[src/rtl/sms_pkg.sv]
// sms_pkg: shared cartridge-loader state encoding and constants.
package sms_pkg;
  typedef enum logic [2:0] {IDLE, ARM, WAIT_BYTE, WRITE, DRAIN, DONE} state_t;
  localparam int HDR_BYTES = 512;
  localparam logic [4:0] GG_INDEX = 5'd2;
endpackage

[src/rtl/cart_loader_if.sv]
// cart_loader_if: HPS ioctl download stream, SDRAM write port and cartridge status.
interface cart_loader_if #(parameter int AW = 22, parameter int WAW = 24);
  logic           ioctl_download;
  logic [7:0]     ioctl_index;
  logic           ioctl_wr;
  logic [24:0]    ioctl_addr;
  logic [7:0]     ioctl_dout;
  logic           ioctl_wait;
  logic           sd_we;
  logic           sd_we_ack;
  logic [WAW-1:0] sd_waddr;
  logic [7:0]     sd_din;
  logic [AW-1:0]  cart_mask;
  logic [AW-1:0]  cart_mask512;
  logic           hdr512;
  logic           gg;
  logic           load_done;
  logic           overrun;
  modport master (
    output ioctl_download, ioctl_index, ioctl_wr, ioctl_addr, ioctl_dout, sd_we_ack,
    input  ioctl_wait, sd_we, sd_waddr, sd_din, cart_mask, cart_mask512, hdr512, gg,
           load_done, overrun
  );
  modport slave (
    input  ioctl_download, ioctl_index, ioctl_wr, ioctl_addr, ioctl_dout, sd_we_ack,
    output ioctl_wait, sd_we, sd_waddr, sd_din, cart_mask, cart_mask512, hdr512, gg,
           load_done, overrun
  );
endinterface

[src/rtl/cart_loader_toggle_req.sv]
// toggle_req: toggle-handshake request with ack compare, ack ignored until first arm.
module toggle_req (
  input  logic clk_sys,
  input  logic RESET_n,
  input  logic i_arm,
  input  logic i_fire,
  input  logic i_ack,
  output logic o_req,
  output logic o_done
);
  logic r_req, r_trust;
  always_ff @(posedge clk_sys or negedge RESET_n)
    if (!RESET_n) begin
      r_req   <= 1'b0;
      r_trust <= 1'b0;
    end else begin
      if (i_fire) r_req <= ~r_req;
      if (i_arm) r_trust <= 1'b1;
    end
  assign o_req  = r_req;
  assign o_done = r_trust && (i_ack == r_req);
endmodule

[src/rtl/cart_loader.sv]
// cart_loader: turns ioctl download bytes into toggle-handshake SDRAM writes and tracks cart masks.
module cart_loader import sms_pkg::*; #(
  parameter int AW  = 22,
  parameter int WAW = 24
) (
  input logic         clk_sys,
  input logic         RESET_n,
  cart_loader_if.slave bus
);
  state_t r_state, w_next;
  logic r_dl_d, r_pend;
  logic w_rise, w_arm, w_accept, w_ackd, w_ovr, w_fin, w_done;
  logic [AW-1:0] w_off;
  logic r_wait, r_hdr, r_gg, r_load_done, r_ovr;
  logic [WAW-1:0] r_waddr;
  logic [7:0] r_din;
  logic [AW-1:0] r_mask, r_mask512;
  toggle_req u_req (
    .clk_sys(clk_sys),
    .RESET_n(RESET_n),
    .i_arm(w_arm),
    .i_fire(w_accept),
    .i_ack(bus.sd_we_ack),
    .o_req(bus.sd_we),
    .o_done(w_done)
  );
  // a rise seen outside IDLE is held so it is taken once the FSM returns
  assign w_rise = (bus.ioctl_download && !r_dl_d) || r_pend;
  always_ff @(posedge clk_sys or negedge RESET_n)
    if (!RESET_n) begin
      r_state <= IDLE;
      r_dl_d  <= 1'b0;
      r_pend  <= 1'b0;
    end else begin
      r_state <= w_next;
      r_dl_d  <= bus.ioctl_download;
      r_pend  <= w_rise && bus.ioctl_download && r_state != IDLE;
    end
  always_comb begin
    w_next = r_state;
    case (r_state)
      IDLE:      w_next = w_rise ? ARM : IDLE;
      ARM:       w_next = WAIT_BYTE;
      WAIT_BYTE: w_next = !bus.ioctl_download ? DONE : bus.ioctl_wr ? WRITE : WAIT_BYTE;
      WRITE:     w_next = w_done ? WAIT_BYTE : !bus.ioctl_download ? DRAIN : WRITE;
      DRAIN:     w_next = w_done ? DONE : DRAIN;
      DONE:      w_next = IDLE;
      default:   w_next = IDLE;
    endcase
  end
  always_comb begin
    w_arm    = r_state == ARM;
    w_accept = r_state == WAIT_BYTE && bus.ioctl_download && bus.ioctl_wr;
    w_ackd   = (r_state == WRITE || r_state == DRAIN) && w_done;
    w_ovr    = r_state == WRITE && bus.ioctl_wr;
    w_fin    = r_state == DONE;
    w_off    = bus.ioctl_addr[AW-1:0] - AW'(HDR_BYTES);
  end
  always_ff @(posedge clk_sys or negedge RESET_n)
    if (!RESET_n) begin
      r_wait      <= 1'b0;
      r_waddr     <= '0;
      r_din       <= '0;
      r_mask      <= '0;
      r_mask512   <= '0;
      r_hdr       <= 1'b0;
      r_gg        <= 1'b0;
      r_load_done <= 1'b0;
      r_ovr       <= 1'b0;
    end else begin
      r_load_done <= w_fin;
      if (w_arm) begin
        r_waddr   <= '0;
        r_mask    <= '0;
        r_mask512 <= '0;
        r_hdr     <= 1'b0;
        r_ovr     <= 1'b0;
        r_gg      <= bus.ioctl_index[4:0] == GG_INDEX;
      end
      if (w_accept) begin
        r_din  <= bus.ioctl_dout;
        r_wait <= 1'b1;
        r_mask <= r_mask | bus.ioctl_addr[AW-1:0];
        if (bus.ioctl_addr >= 25'(HDR_BYTES)) r_mask512 <= r_mask512 | w_off;
      end
      if (w_ackd) begin
        r_wait  <= 1'b0;
        r_waddr <= r_waddr + 1'b1;
      end
      if (w_ovr) r_ovr <= 1'b1;
      if (w_fin) r_hdr <= r_waddr[9:0] == 10'(HDR_BYTES);
    end
  assign bus.ioctl_wait   = r_wait;
  assign bus.sd_waddr     = r_waddr;
  assign bus.sd_din       = r_din;
  assign bus.cart_mask    = r_mask;
  assign bus.cart_mask512 = r_mask512;
  assign bus.hdr512       = r_hdr;
  assign bus.gg           = r_gg;
  assign bus.load_done    = r_load_done;
  assign bus.overrun      = r_ovr;
endmodule

[src/flat_wrapper.sv]
// flat-port wrapper written by rule: the top's interface ports become plain ports
module cart_loader_flat import sms_pkg::*;
#(
  parameter int AW  = 22,
  parameter int WAW = 24
)
  (clk_sys, RESET_n, bus_ioctl_download, bus_ioctl_index, bus_ioctl_wr, bus_ioctl_addr, bus_ioctl_dout, bus_sd_we_ack, bus_ioctl_wait, bus_sd_we, bus_sd_waddr, bus_sd_din, bus_cart_mask, bus_cart_mask512, bus_hdr512, bus_gg, bus_load_done, bus_overrun);
  cart_loader_if #(.AW(AW), .WAW(WAW)) bus_i ();
  input logic clk_sys;
  input logic RESET_n;
  input wire logic [$bits(bus_i.ioctl_download)-1:0] bus_ioctl_download;
  input wire logic [$bits(bus_i.ioctl_index)-1:0] bus_ioctl_index;
  input wire logic [$bits(bus_i.ioctl_wr)-1:0] bus_ioctl_wr;
  input wire logic [$bits(bus_i.ioctl_addr)-1:0] bus_ioctl_addr;
  input wire logic [$bits(bus_i.ioctl_dout)-1:0] bus_ioctl_dout;
  input wire logic [$bits(bus_i.sd_we_ack)-1:0] bus_sd_we_ack;
  output wire logic [$bits(bus_i.ioctl_wait)-1:0] bus_ioctl_wait;
  output wire logic [$bits(bus_i.sd_we)-1:0] bus_sd_we;
  output wire logic [$bits(bus_i.sd_waddr)-1:0] bus_sd_waddr;
  output wire logic [$bits(bus_i.sd_din)-1:0] bus_sd_din;
  output wire logic [$bits(bus_i.cart_mask)-1:0] bus_cart_mask;
  output wire logic [$bits(bus_i.cart_mask512)-1:0] bus_cart_mask512;
  output wire logic [$bits(bus_i.hdr512)-1:0] bus_hdr512;
  output wire logic [$bits(bus_i.gg)-1:0] bus_gg;
  output wire logic [$bits(bus_i.load_done)-1:0] bus_load_done;
  output wire logic [$bits(bus_i.overrun)-1:0] bus_overrun;
  assign bus_i.ioctl_download = bus_ioctl_download;
  assign bus_i.ioctl_index = bus_ioctl_index;
  assign bus_i.ioctl_wr = bus_ioctl_wr;
  assign bus_i.ioctl_addr = bus_ioctl_addr;
  assign bus_i.ioctl_dout = bus_ioctl_dout;
  assign bus_i.sd_we_ack = bus_sd_we_ack;
  assign bus_ioctl_wait = bus_i.ioctl_wait;
  assign bus_sd_we = bus_i.sd_we;
  assign bus_sd_waddr = bus_i.sd_waddr;
  assign bus_sd_din = bus_i.sd_din;
  assign bus_cart_mask = bus_i.cart_mask;
  assign bus_cart_mask512 = bus_i.cart_mask512;
  assign bus_hdr512 = bus_i.hdr512;
  assign bus_gg = bus_i.gg;
  assign bus_load_done = bus_i.load_done;
  assign bus_overrun = bus_i.overrun;
  cart_loader #(.AW(AW), .WAW(WAW)) u_core (.clk_sys(clk_sys), .RESET_n(RESET_n), .bus(bus_i));
endmodule
[config.mk]
export PLATFORM = sky130hd
export DESIGN_NAME = cart_loader_flat
export DESIGN_NICKNAME = d
export VERILOG_FILES = /design/src/rtl/sms_pkg.sv /design/src/rtl/cart_loader_if.sv /design/src/rtl/cart_loader_toggle_req.sv /design/src/rtl/cart_loader.sv /design/src/flat_wrapper.sv
export SDC_FILE = /design/constraint.sdc
export NUM_CORES = 1
export LEC_CHECK = 0
export CAP_MARGIN = 0
export CORE_UTILIZATION = 46
export DETAILED_ROUTE_END_ITERATION = 8
export PLACE_DENSITY = 0.8
export SYNTH_ARGS = -nofsm -noshare
export SYNTH_HDL_FRONTEND = slang
export SYNTH_SLANG_ARGS = --single-unit
[constraint.sdc]
create_clock -name clk_sys -period 3.18 [get_ports clk_sys]
set_input_delay 0.636 -clock clk_sys [delete_from_list [all_inputs] [get_ports clk_sys]]
set_output_delay 0.636 -clock clk_sys [all_outputs]
set_load 0.05 [all_outputs]
== Word level (Yosys, flattened, before mapping) ==
Cells that the tools add are included.
Storage, ports and cells
  register bits after elaboration: 88
  input port bits: 46
  logic and storage cells: 65
Operators by class
  $add $sub $neg: 2
  $lt $le $gt $ge: 1
  equality and inequality tests: 8
  multiplexer cells: 19
  bitwise operators: 3
  reductions and logical operators: 18
Operator list (number)
  $mux W22: 5
  $mux W24: 2
  $or A22 B22 Y22: 2
  $ge A25 B10 Y1 const B: 1
  $add A24 B1 Y24 const B: 1
  $sub A22 B10 Y22 const B: 1
  $pmux W3 S5: 1
  $eq A10 B10 Y1 const B: 1
  $reduce_bool A2 Y1: 5
  $mux W3: 3
  $logic_and A1 B1 Y1: 8
  $mux W1: 8
  $eq A3 B2 Y1 const B: 2
  $eq A3 B3 Y1 const B: 2
  $eq A5 B2 Y1 const B: 1
  $eq A3 B1 Y1 const B: 1
  $logic_not A3 Y1: 1
  $reduce_bool A3 Y1: 1
  $logic_or A1 B1 Y1: 2
  $eq A1 B1 Y1: 1
  $logic_not A1 Y1: 1
  $not A1 Y1: 1

== Depth between registers and ports, before layout ==
Gate-level depths: netlist of run 1.
  depth in word-level cells: 5
  gate-level depth with buffers: 7
  depth with buffers taken out: 6

== Cells and area by module ==
A second synthesis of run 1 with hierarchy kept.
Second synthesis, totals
  cell total of the unflattened synthesis: 372
  area total of the unflattened synthesis: 4000.1 sq um
Modules (own cells, without submodules)
  cart_loader: times used 1, cells an instance 366, area an instance 3920.0 sq um, sequential area each 2152.1 sq um
  toggle_req: times used 1, cells an instance 6, area an instance 80.1 sq um, sequential area each 50.0 sq um

== Least setup slack after synthesis of run 1 ==
No wires, ideal clock.
  kind: reg-to-reg
  start point: reg u_core.r_waddr[0] (netlist: u_core.bus.sd_waddr[0])
  end point: reg u_core.r_waddr[18] (netlist: u_core.bus.sd_waddr[18])
  library setup time: 85 ps
  arrival time: 2016 ps
  required time: 3095 ps
  setup slack: 1079 ps
  cell stages (with the launch flop): 7
  period minus slack after synthesis: 2101 ps
  cell sequence: dfrtp_1 -> ha_1 -> nand4_1 -> or4_1 -> buf_2 -> nor4_2 -> mux2i_1
On the way
  cells in the longest elaborated chain, start to end: 2
Ends and longest elaborated chain
  from (decl): RTL line cart_loader.sv:15  | logic [WAW-1:0] r_waddr;
  from (signal assigned): RTL line cart_loader.sv:88  | r_waddr <= r_waddr + 1'b1;
  $add A24 B1 Y24: RTL line cart_loader.sv:88
  $mux W24: RTL line cart_loader.sv:86  | if (w_ackd) begin
Every way passes these cells.
A chain may end at the register's enable or synchronous reset.

== Worst setup path after layout of run 1 ==
  start point: reg u_core.r_waddr[5] (netlist: u_core.bus.sd_waddr[5])
  end point: out bus_sd_waddr[5]
RTL lines
  to (decl): RTL line flat_wrapper.sv:19  | output wire logic [$bits(bus_i.sd_waddr)-1:0] bus_sd_waddr;
No word-level cell between the ends.

==> results.md, run 1 <==
- Status: completed
- Crit Path Category: flip-flop to primary output
- Switching pwr: 2.72 mW
- Syn. warnings: 0
- CTS root buf: clkbuf_8
- Slew HR: 27.0%
- Crit path largest cell delay: 870 ps
- Longest Clk Path Bufs: 2
- H-Tree Depth: 3
- Post-synthesis sequential area ratio: 52.8%
- Total negative slack: 0 ps
- Layout area overhead: 36.6%
- Starting DRC count in detailed routing: 176
- Max Cap Violations: 0
- Final Slew Violations: 0
- Drt drc: 0
- Leak Pwr: 2.45 nW
- CP endpoint kind: primary output
- Hold_buf cts: 0
- I/O Pins: 128
- Router iterations before antenna repair: 4
- Gr usage total: 23.4%
- Worst-path clk slew: 90 ps
- Final nets: 582
- DR vias/cell: 5.58
- Slowest stage cell on the critical path: clkdlybuf4s50_1
- Post-DRT Antenna Nets: 0
- CTS tree: done
- Worst EP arrival: 1760 ps
- Synthesized cell area: 4170 um2
- Via count: 3,603
- Chain of cells forming the critical path: clkdlybuf4s50_1
- Core Region: 8760 um2
- Number of buffers created by CTS: 9
- WP data required: 2540 ps
- DIE AREA: 9450 um2
- Clk pwr share: 14.1%
- Avg WL per Cell: 16.6 um
- RSZ-0062 raised after global routing: no
- Post-synthesis async set-or-reset flop share: 100%
- Worst path top cell family by delay: buffers and inverters
- Antenna fix cells: 0
- DP Worst Slack: 508 ps
- Setup Buffers After CTS: 0
- Fin worst setup slack: 787 ps
- Final cycle utilization of the critical path: 75.3%
- Crit-path max FO: 10
- Power per cell area: 981 nW/um2
- Die width: 97.2 um
- Post-synth top flop: dfrtp_1
- # resized after CTS: 0
- Yosys reg bits: 88
- Vias in the first global route: 3,684
- Placer Congestion: 0.831
- Row count: 34
- Pin count of the biggest net entering global routing: 89
- Internal: 2.87 mW
- Initial antenna violation count: 0
- Comb power frac: 53.9%
- Final-report setup violation count: 0
- Port Buffer Count: 124
- Sw Ratio: 48.6%
- Detailed placer's ending HPWL: 7.46 mm
- Number of flops mapped to enable cells by yosys: 0
- Seq pwr share: 32.0%
- Clk Latency, worst-skew pair: 360 ps
- First-pass GRT wire length: 17.9 mm
- Yosys cell types: 53
- Worst slew pin tran: 1090 ps
- CP Launch Type: flip-flop
- Minimum clock period: 2390 ps
- Clock sinks: 88
- Routed wire length: 10.7 mm
- Worst Path Buf+Inv: 1
- Clk_skew: 7.72 ps
- Max VDD drop: 655 uV
- Syn_area_per_cell: 10.1 um2
- Final Hold Vio Count: 0
- Grt ovf: 0
- Layout Utilization: 65.0%
- Layout cell share with drive strength beyond 1: 7.99%
- Starting Density: 47.6%
- Syn Inst Count: 415
- Fmax: 418 MHz
- Synthesized net count: 464
- Die span in y: 97.2 um
- Tot Pwr: 5.59 mW
- Min-Delay Path Class: primary input to async pin
[placed cells by master (no fill, tap or decap), types with 3 or more instances in the layout]
cell | Yosys | layout
nand4b_1 | 3 | 3
xnor2_1 | 4 | 4
a31oi_1 | 7 | 7
a21oi_1 | 4 | 4
mux2i_1 | 13 | 13
o21ai_0 | 18 | 18
nor3_1 | 11 | 10
and3_1 | 3 | 3
inv_1 | 22 | 22
clkdlybuf4s50_1 | 0 | 123
xor2_1 | 8 | 8
nor2_1 | 11 | 11
mux2_2 | 4 | 4
dfrtp_1 | 88 | 88
or4_1 | 5 | 5
buf_4 | 1 | 9
ha_1 | 3 | 3
nand2_1 | 87 | 87
nand4_1 | 8 | 8
nand3_1 | 13 | 13
clkbuf_8 | 0 | 10
a22o_1 | 11 | 11
nor4_2 | 4 | 4
nor4_1 | 6 | 6
o31ai_1 | 24 | 24
[power groups by stage]
stage	combinational [mW]	clock (mW)	sequential, mW
floorplan	0.686	0	3.05
global placement	2.99	0	1.78
detailed placement	3.03	0	1.80
CTS	3.04	0.806	1.79
global route	3.17	0.849	1.84
finish	3.01	0.787	1.79
[state kept, by name (all words and copies together), names as in the netlist]
signal                   cells
u_core.bus.ioctl_wait        1
u_core.r_pend                1
u_core.bus.sd_waddr         24
u_core.bus.overrun           1
u_core.r_dl_d                1
u_core.u_req.o_req           1
u_core.bus.hdr512            1
u_core.bus.cart_mask512     22
u_core.bus.cart_mask        22
u_core.u_req.r_trust         1
u_core.bus.load_done         1
u_core.bus.sd_din            8
u_core.bus.gg                1
u_core.r_state               3
[path summary, 6_finish.rpt]
check	slack, ps	startpoint	end	depth (start not counted)
worst min-delay path	470	RESET_n	u_core.bus.sd_din[1]$_DFFE_PN0P_	1
max in group asynchronous	2000	RESET_n	u_core.bus.cart_mask512[3]$_DFF_PN0_	1
worst min register to register	480	u_core.bus.cart_mask512[14]$_DFF_PN0_	u_core.bus.cart_mask512[14]$_DFF_PN0_	2
worst max register to register	1060	u_core.r_state[1]$_DFF_PN0_	u_core.bus.cart_mask[20]$_DFFE_PN0P_	3
worst max-delay path	790	u_core.bus.sd_waddr[5]$_DFFE_PN0P_	bus_sd_waddr[5]	1
min in group clk_sys	480	u_core.bus.cart_mask512[14]$_DFF_PN0_	u_core.bus.cart_mask512[14]$_DFF_PN0_	2
[Yosys cell counts, types with 5 or more instances]
cell	instances	area share (%)
nor4_1	6	0.90
o31ai_1	24	4.3
xor2_1	8	1.7
or4_1	5	0.90
dfrtp_1	88	53
clkbuf_1	10	0.90
nand2_1	87	7.8
nor3_1	11	1.3
a31oi_1	7	1.0
o21ai_0	18	2.2
a22o_1	11	2.3
inv_1	22	2.0
nand4_1	8	1.2
nand3_1	13	1.6
mux2i_1	13	3.1
buf_2	11	1.3
nor2_1	11	0.99
[area by class of cell]
class / count / area, um2
Timing Repair Buffer: 132 / 1300
Tap cell: 108 / 135
Clock buffer: 12 / 145
Inverter: 22 / 82.6
Multi-Input combinational cell: 280 / 1780
Fill cell: 715 / 3070
Sequential cell: 88 / 2200
Clock inverter: 4 / 53.8
[routing by layer]
metal	vias to the layer above	share of wire (%)	GRT usage [%]	routed length [um]
met5	-	0	0	0
met4	0	1.7	8.82	180
met3	18	6.4	5.68	691
met2	119	49	39.4	5290
met1	1757	42	29.4	4550
li1	1709	-	-	-
[cell families after synthesis]
group           share of synthesized area [%]
flops                                    52.8
simple gates                             21.2
mux                                      4.20
compound gates                           13.7
fa+ha+maj                               0.900
xor+xnor                                 2.52
buf+inv                                  4.65
[stage by stage]
step	cell area, um2	hold slack, ps	std cells
final	5700	465	646
after detailed placement	5500	465	630
after global routing	5700	507	646
after global placement	5500	460	630
after floorplan	4170	340	415
after CTS	5700	483	646
No activity file was read; power rests on OpenSTA's default activity.
==> run 2: changes to the inputs <==
Clock period 3.18 ns to 2.3 ns, I/O delays scaled along.
==> run 2 against run 1 <==
Against the previous run:
- first-iteration DRC count rose by 23%
- setup slack got worse by 690 ps
- total power rose by 42%
- count of clock-buffer cells in the layout fell by 2
- utilization rose by 2.5 points
- sequential share of layout area fell by 1.4 points
- via count rose by 3.7%
- largest cell class unchanged
- largest power group unchanged
==> results.md, run 2 (synthesized netlist as in run 1, its figures left out) <==
- Status: completed (unchanged)
- CTS tree: done (unchanged)
- Chain of cells forming the critical path: clkdlybuf4s50_1 (unchanged)
- Pin count of the biggest net entering global routing: 53 (was 89)
- Starting Density: 47.6% (unchanged)
- Worst EP arrival: 1750 ps (was 1760 ps)
- Gr usage total: 25.0% (was 23.4%)
- Post-DRT Antenna Nets: 0 (unchanged)
- Total negative slack: 0 ps (unchanged)
- Slew HR: 63.0% (was 27.0%)
- Worst Path Buf+Inv: 1 (unchanged)
- Detailed placer's ending HPWL: 8.16 mm (was 7.46 mm)
- Initial antenna violation count: 0 (unchanged)
- Crit path largest cell delay: 860 ps (was 870 ps)
- Commonest non-fill, non-tap cell in the layout: clkdlybuf4s50_1 (unchanged)
- WP data required: 1840 ps (was 2540 ps)
- Worst slew pin tran: 553 ps (was 1090 ps)
- Leak Pwr: 2.59 nW (was 2.45 nW)
- Via count: 3,736 (was 3,603)
- Final-report setup violation count: 0 (unchanged)
- Hold_buf cts: 0 (unchanged)
- Final Slew Violations: 0 (unchanged)
- Min-Delay Path Class: primary input to async pin (unchanged)
- Setup Buffers After CTS: 0 (unchanged)
- # resized after CTS: 0 (unchanged)
- RSZ-0062 raised after global routing: no (unchanged)
- Clock sinks: 88 (unchanged)
- Max VDD drop: 869 uV (was 655 uV)
- Avg WL per Cell: 16.8 um (was 16.6 um)
- Number of buffers created by CTS: 9 (unchanged)
- Die width: 97.2 um (unchanged)
- Longest Clk Path Bufs: 2 (unchanged)
- Grt ovf: 0 (unchanged)
- CP Launch Type: flip-flop (unchanged)
- Fmax: 453 MHz
- Max reg flops: 24 (unchanged)
- Power per cell area: 1340 nW/um2 (was 981 nW/um2)
- Final nets: 604 (was 582)
- Placer Congestion: 0.876 (was 0.831)
- Fin area: 5920 um2 (was 5700 um2)
- Crit Path Category: flip-flop to primary output (unchanged)
- First-pass GRT wire length: 19.0 mm (was 17.9 mm)
- Fillers: 700 (was 715)
- Max Cap Violations: 0 (unchanged)
- DR vias/cell: 5.59 (was 5.58)
- Antenna fix cells: 0 (unchanged)
- Port Buffer Count: 124 (unchanged)
- Post-DP Area: 5690 um2 (was 5500 um2)
- Worst path top cell family by delay: buffers and inverters (unchanged)
- Routed wire length: 11.3 mm (was 10.7 mm)
- DIE AREA: 9450 um2 (unchanged)
- CP endpoint kind: primary output (unchanged)
- Clk_skew: 9.70 ps (was 7.72 ps)
- Most frequent cells in the layout: clkdlybuf4s50_1 (123), dfrtp_1 (88), nand2_1 (87) (unchanged)
- R2r setup slk: 320 ps (was 1060 ps)
- Final Hold Vio Count: 0 (unchanged)
- Layout area overhead: 41.8% (was 36.6%)
- Final cycle utilization of the critical path: 96.0%
- Slowest stage cell on the critical path: clkdlybuf4s50_1 (unchanged)
- Tot Pwr: 7.95 mW (was 5.59 mW)
- Minimum clock period: 2210 ps
- I/O Pins: 128 (unchanged)
- Core Region: 8760 um2 (unchanged)
- H-Tree Depth: 3 (unchanged)
- Clk Latency, worst-skew pair: 360 ps (about the same)
- Vias in the first global route: 3,847 (was 3,684)
- Layout cell share with drive strength beyond 1: 12.0% (was 7.99%)
- Drt drc: 0 (unchanged)
- Worst-path clk slew: 90 ps (about the same)
- Die span in y: 97.2 um (unchanged)
- CTS root buf: clkbuf_8 (unchanged)
- Crit-path max FO: 10 (unchanged)
- Starting DRC count in detailed routing: 216 (was 176)
- Router iterations before antenna repair: 5 (was 4)
- Row count: 34 (unchanged)
[run 2: final timing paths]
| check | from | endpoint | cells past startpoint |
|---|---|---|---|
| max | u_core.bus.sd_waddr[5]$_DFFE_PN0P_ | bus_sd_waddr[5] | 1 |
| min | RESET_n | u_core.bus.sd_din[7]$_DFFE_PN0P_ | 1 |
| max reg2reg | u_core.bus.sd_waddr[1]$_DFFE_PN0P_ | u_core.bus.sd_waddr[14]$_DFFE_PN0P_ | 5 |
| min reg2reg | u_core.bus.gg$_DFFE_PN0P_ | u_core.bus.gg$_DFFE_PN0P_ | 2 |
| max in group asynchronous | RESET_n | u_core.bus.cart_mask[6]$_DFFE_PN0P_ | 2 |
| min in group clk_sys | u_core.bus.gg$_DFFE_PN0P_ | u_core.bus.gg$_DFFE_PN0P_ | 2 |
[run 2: metrics by stage]
step | util [%] | hold slack (ps) | worst slack [ps] | std cells
finish | 67.5 | 52.8 | 92.3 | 668
global placement | 64.9 | 451 | 61.2 | 652
global route | 67.5 | 70.0 | 12.1 | 668
CTS | 67.5 | 60.0 | 82.1 | 668
floorplan | - | 164 | 199 | 415
detailed placement | 64.9 | 458 | 24.1 | 652
[run 2: metal layers]
metal | GRT usage (%) | part of all wire [%]
met5 | 0 | 0
met4 | 6.79 | 1.3
met3 | 7.77 | 6.3
met2 | 41.7 | 50
met1 | 31.6 | 42
[run 2: area by class of cell]
| class | instances | area (um2) | area share [%] |
|---|---|---|---|
| Inverter | 22 | 82.6 | 1.40 |
| Clock inverter | 6 | 90.1 | 1.52 |
| Sequential cell | 88 | 2200 | 37.2 |
| Clock buffer | 10 | 138 | 2.33 |
| Timing Repair Buffer | 154 | 1490 | 25.2 |
| Tap cell | 108 | 135 | 2.28 |
| Multi-Input combinational cell | 280 | 1780 | 30.1 |
[run 2: power breakdown]
part	total, mW	leakage (nW)	internal [mW]	switching [mW]
Sequential	2.47	1.18	2.08	0.386
Clock	1.21	0.113	0.645	0.564
Combinational	4.27	1.29	1.42	2.85
Total	7.95	2.59	4.14	3.80
==> run 3: changes to the inputs <==
Settings changed: CORE_MARGIN set to 1.5, CTS_BUF_LIST set to sky130_fd_sc_hd__clkbuf_4, SLEW_MARGIN set to 15.
==> run 3 against run 2 <==
Against the previous run:
- total power shrank 4.2%
- sequential power barely moved
- die area is 2.1% higher
- worst hold slack better by 300 ps
- sequential share of layout area up 0.50 points
- via count fell by 0.19%
- highest routed layer unchanged
- cell area down 1.3%
==> results.md, run 3 (synthesized netlist as in run 1, its figures left out) <==
- Worst Path Buf+Inv: 1 (unchanged)
- Max VDD drop: 1020 uV (was 869 uV)
- Die span in y: 98.2 um (was 97.2 um)
- Most frequent cells in the layout: clkdlybuf4s50_1 (116), dfrtp_1 (88), nand2_1 (87) (was clkdlybuf4s50_1 (123), dfrtp_1 (88), nand2_1 (87))
- Initial antenna violation count: 0 (unchanged)
- Final nets: 603 (was 604)
- Layout area overhead: 40.0% (was 41.8%)
- Via count: 3,729 (was 3,736)
- Minimum clock period: 2210 ps (about the same)
- Vias in the first global route: 3,804 (was 3,847)
- Setup Buffers After CTS: 0 (unchanged)
- CP Launch Type: flip-flop (unchanged)
- Starting Density: 47.6% (unchanged)
- I/O Pins: 128 (unchanged)
- WP data required: 1840 ps (about the same)
- Port Buffer Count: 124 (unchanged)
- Seq pwr share: 32.3% (was 31.1%)
- CTS tree: done (unchanged)
- Tot Pwr: 7.61 mW (was 7.95 mW)
- DIE AREA: 9650 um2 (was 9450 um2)
- Pin count of the biggest net entering global routing: 87 (was 53)
- Clk pwr share: 11.5% (was 15.2%)
- Status: completed (unchanged)
- Max Cap Violations: 0 (unchanged)
- Placer Congestion: 0.859 (was 0.876)
- Worst-path clk slew: 140 ps (was 90 ps)
- Commonest non-fill, non-tap cell in the layout: clkdlybuf4s50_1 (unchanged)
- Slew HR: 62.0% (was 63.0%)
- Worst EP arrival: 1750 ps (about the same)
- Gr usage total: 23.3% (was 25.0%)
- Antenna fix cells: 0 (unchanged)
- Final Hold Vio Count: 0 (unchanged)
- Core Region: 8760 um2 (unchanged)
- Crit-path max FO: 7 (was 10)
- Sw Ratio: 49.4% (was 47.8%)
- Row count: 34 (unchanged)
- Number of buffers created by CTS: 9 (unchanged)
- Final cycle utilization of the critical path: 96.2% (was 96.0%)
- Routed wire length: 11.1 mm (was 11.3 mm)
- H-Tree Depth: 3 (unchanged)
- FF+latch area: 2200 um2 (unchanged)
- DR vias/cell: 5.59 (about the same)
- RSZ-0062 raised after global routing: no (unchanged)
- Area of the multi-input gates: 1780 um2 (unchanged)
- Max reg flops: 24 (unchanged)
- Avg WL per Cell: 16.6 um (was 16.8 um)
- Final-report setup violation count: 0 (unchanged)
- Final cell count without fillers: 667 (was 668)
- Clk Latency, worst-skew pair: 420 ps (was 360 ps)
- Leak Pwr: 2.66 nW (was 2.59 nW)
- Switching pwr: 3.76 mW (was 3.80 mW)
- Clk_skew: 16.8 ps (was 9.70 ps)
- Chain of cells forming the critical path: clkdlybuf4s50_1 (unchanged)
- Min-Delay Path Class: primary input to async pin (unchanged)
- Die width: 98.2 um (was 97.2 um)
- CP endpoint kind: primary output (unchanged)
- Grt ovf: 0 (unchanged)
- Power per cell area: 1300 nW/um2 (was 1340 nW/um2)
- Post-DRT Antenna Nets: 0 (unchanged)
- Fmax: 452 MHz (was 453 MHz)
- Crit Path Category: flip-flop to primary output (unchanged)
- Final Slew Violations: 0 (unchanged)
- Starting DRC count in detailed routing: 190 (was 216)
- Layout cell share with drive strength beyond 1: 11.4% (was 12.0%)
- Internal: 3.85 mW (was 4.15 mW)
- Crit path largest cell delay: 850 ps (was 860 ps)
- Drt drc: 0 (unchanged)
- Worst slew pin tran: 569 ps (was 553 ps)
- Worst path top cell family by delay: buffers and inverters (unchanged)
- Router iterations before antenna repair: 4 (was 5)
- CTS root buf: clkbuf_4 (was clkbuf_8)
- Fillers: 693 (was 700)
- Detailed placer's ending HPWL: 7.82 mm (was 8.16 mm)
- Slowest stage cell on the critical path: clkdlybuf4s50_1 (unchanged)
- First-pass GRT wire length: 18.4 mm (was 19.0 mm)
- Longest Clk Path Bufs: 2 (unchanged)
- Placed Cells: 650 (was 652)
- Clock sinks: 88 (unchanged)
- Comb power frac: 56.3% (was 53.7%)
run 3: path summary, 6_finish.rpt:
| kind | from | endpoint | slack [ps] | cells after the start |
|---|---|---|---|---|
| setup / recovery | u_core.bus.sd_waddr[12]$_DFFE_PN0P_ | bus_sd_waddr[12] | 90 | 1 |
| hold / removal | RESET_n | u_core.bus.cart_mask[12]$_DFFE_PN0P_ | 360 | 2 |
| setup reg to reg | u_core.bus.sd_waddr[1]$_DFFE_PN0P_ | u_core.bus.sd_waddr[22]$_DFFE_PN0P_ | 310 | 5 |
| hold reg to reg | u_core.bus.sd_waddr[23]$_DFFE_PN0P_ | u_core.bus.sd_waddr[23]$_DFFE_PN0P_ | 490 | 1 |
| max in group asynchronous | RESET_n | u_core.bus.sd_waddr[8]$_DFFE_PN0P_ | 1280 | 3 |
| min in group clk_sys | u_core.bus.sd_waddr[23]$_DFFE_PN0P_ | u_core.bus.sd_waddr[23]$_DFFE_PN0P_ | 490 | 1 |
run 3: power groups by stage:
stage / registers (mW) / logic, mW / clock network [mW]
after detailed placement: 2.48 / 4.29 / 0
after floorplan: 4.22 / 0.948 / 0
final: 2.46 / 4.28 / 0.872
after CTS: 2.45 / 4.30 / 0.892
after global placement: 2.45 / 4.22 / 0
after global routing: 2.52 / 4.50 / 0.962
run 3: cell type report:
cell class	count	area share (%)
Clock buffer	11	1.41
Clock inverter	5	0.986
Inverter	22	1.41
Multi-Input combinational cell	280	30.5
Sequential cell	88	37.7
Tap cell	108	2.31
Timing Repair Buffer	153	25.7
run 3: routing by layer:
metal | track usage [%] | vias up | share of wire [%] | routed length, um
met4 | 8.02 | 0 | 1.9 | 216
met3 | 6.66 | 19 | 7.9 | 875
li1 | - | 1758 | - | -
met2 | 38.4 | 128 | 47 | 5250
met1 | 29.8 | 1824 | 43 | 4740
met5 | 0 | - | 0 | 0
run 3: repair_timing:
action                     in CTS  in global routing
hold buffers                    1                  0
pin swaps                       0                  0
hold endpoints to repair        2                  0
resized for setup               1                  6
setup endpoints to repair       1                  6
run 3: through the flow:
stage | setup WS, ps | hold WS (ps) | TNS, ps | utilization (%) | instance area, um2
2_1_floorplan | 199 | 164 | 0 | - | 4170
3_3_place_gp | 46.8 | 258 | 0 | 64.7 | 5670
3_5_place_dp | -34.6 | 259 | -307 | 64.7 | 5670
4_1_cts | 10.6 | 335 | 0 | 66.4 | 5820
5_1_grt | 26.4 | 323 | 0 | 66.6 | 5840
6_report | 86.3 | 356 | 0 | 66.6 | 5840
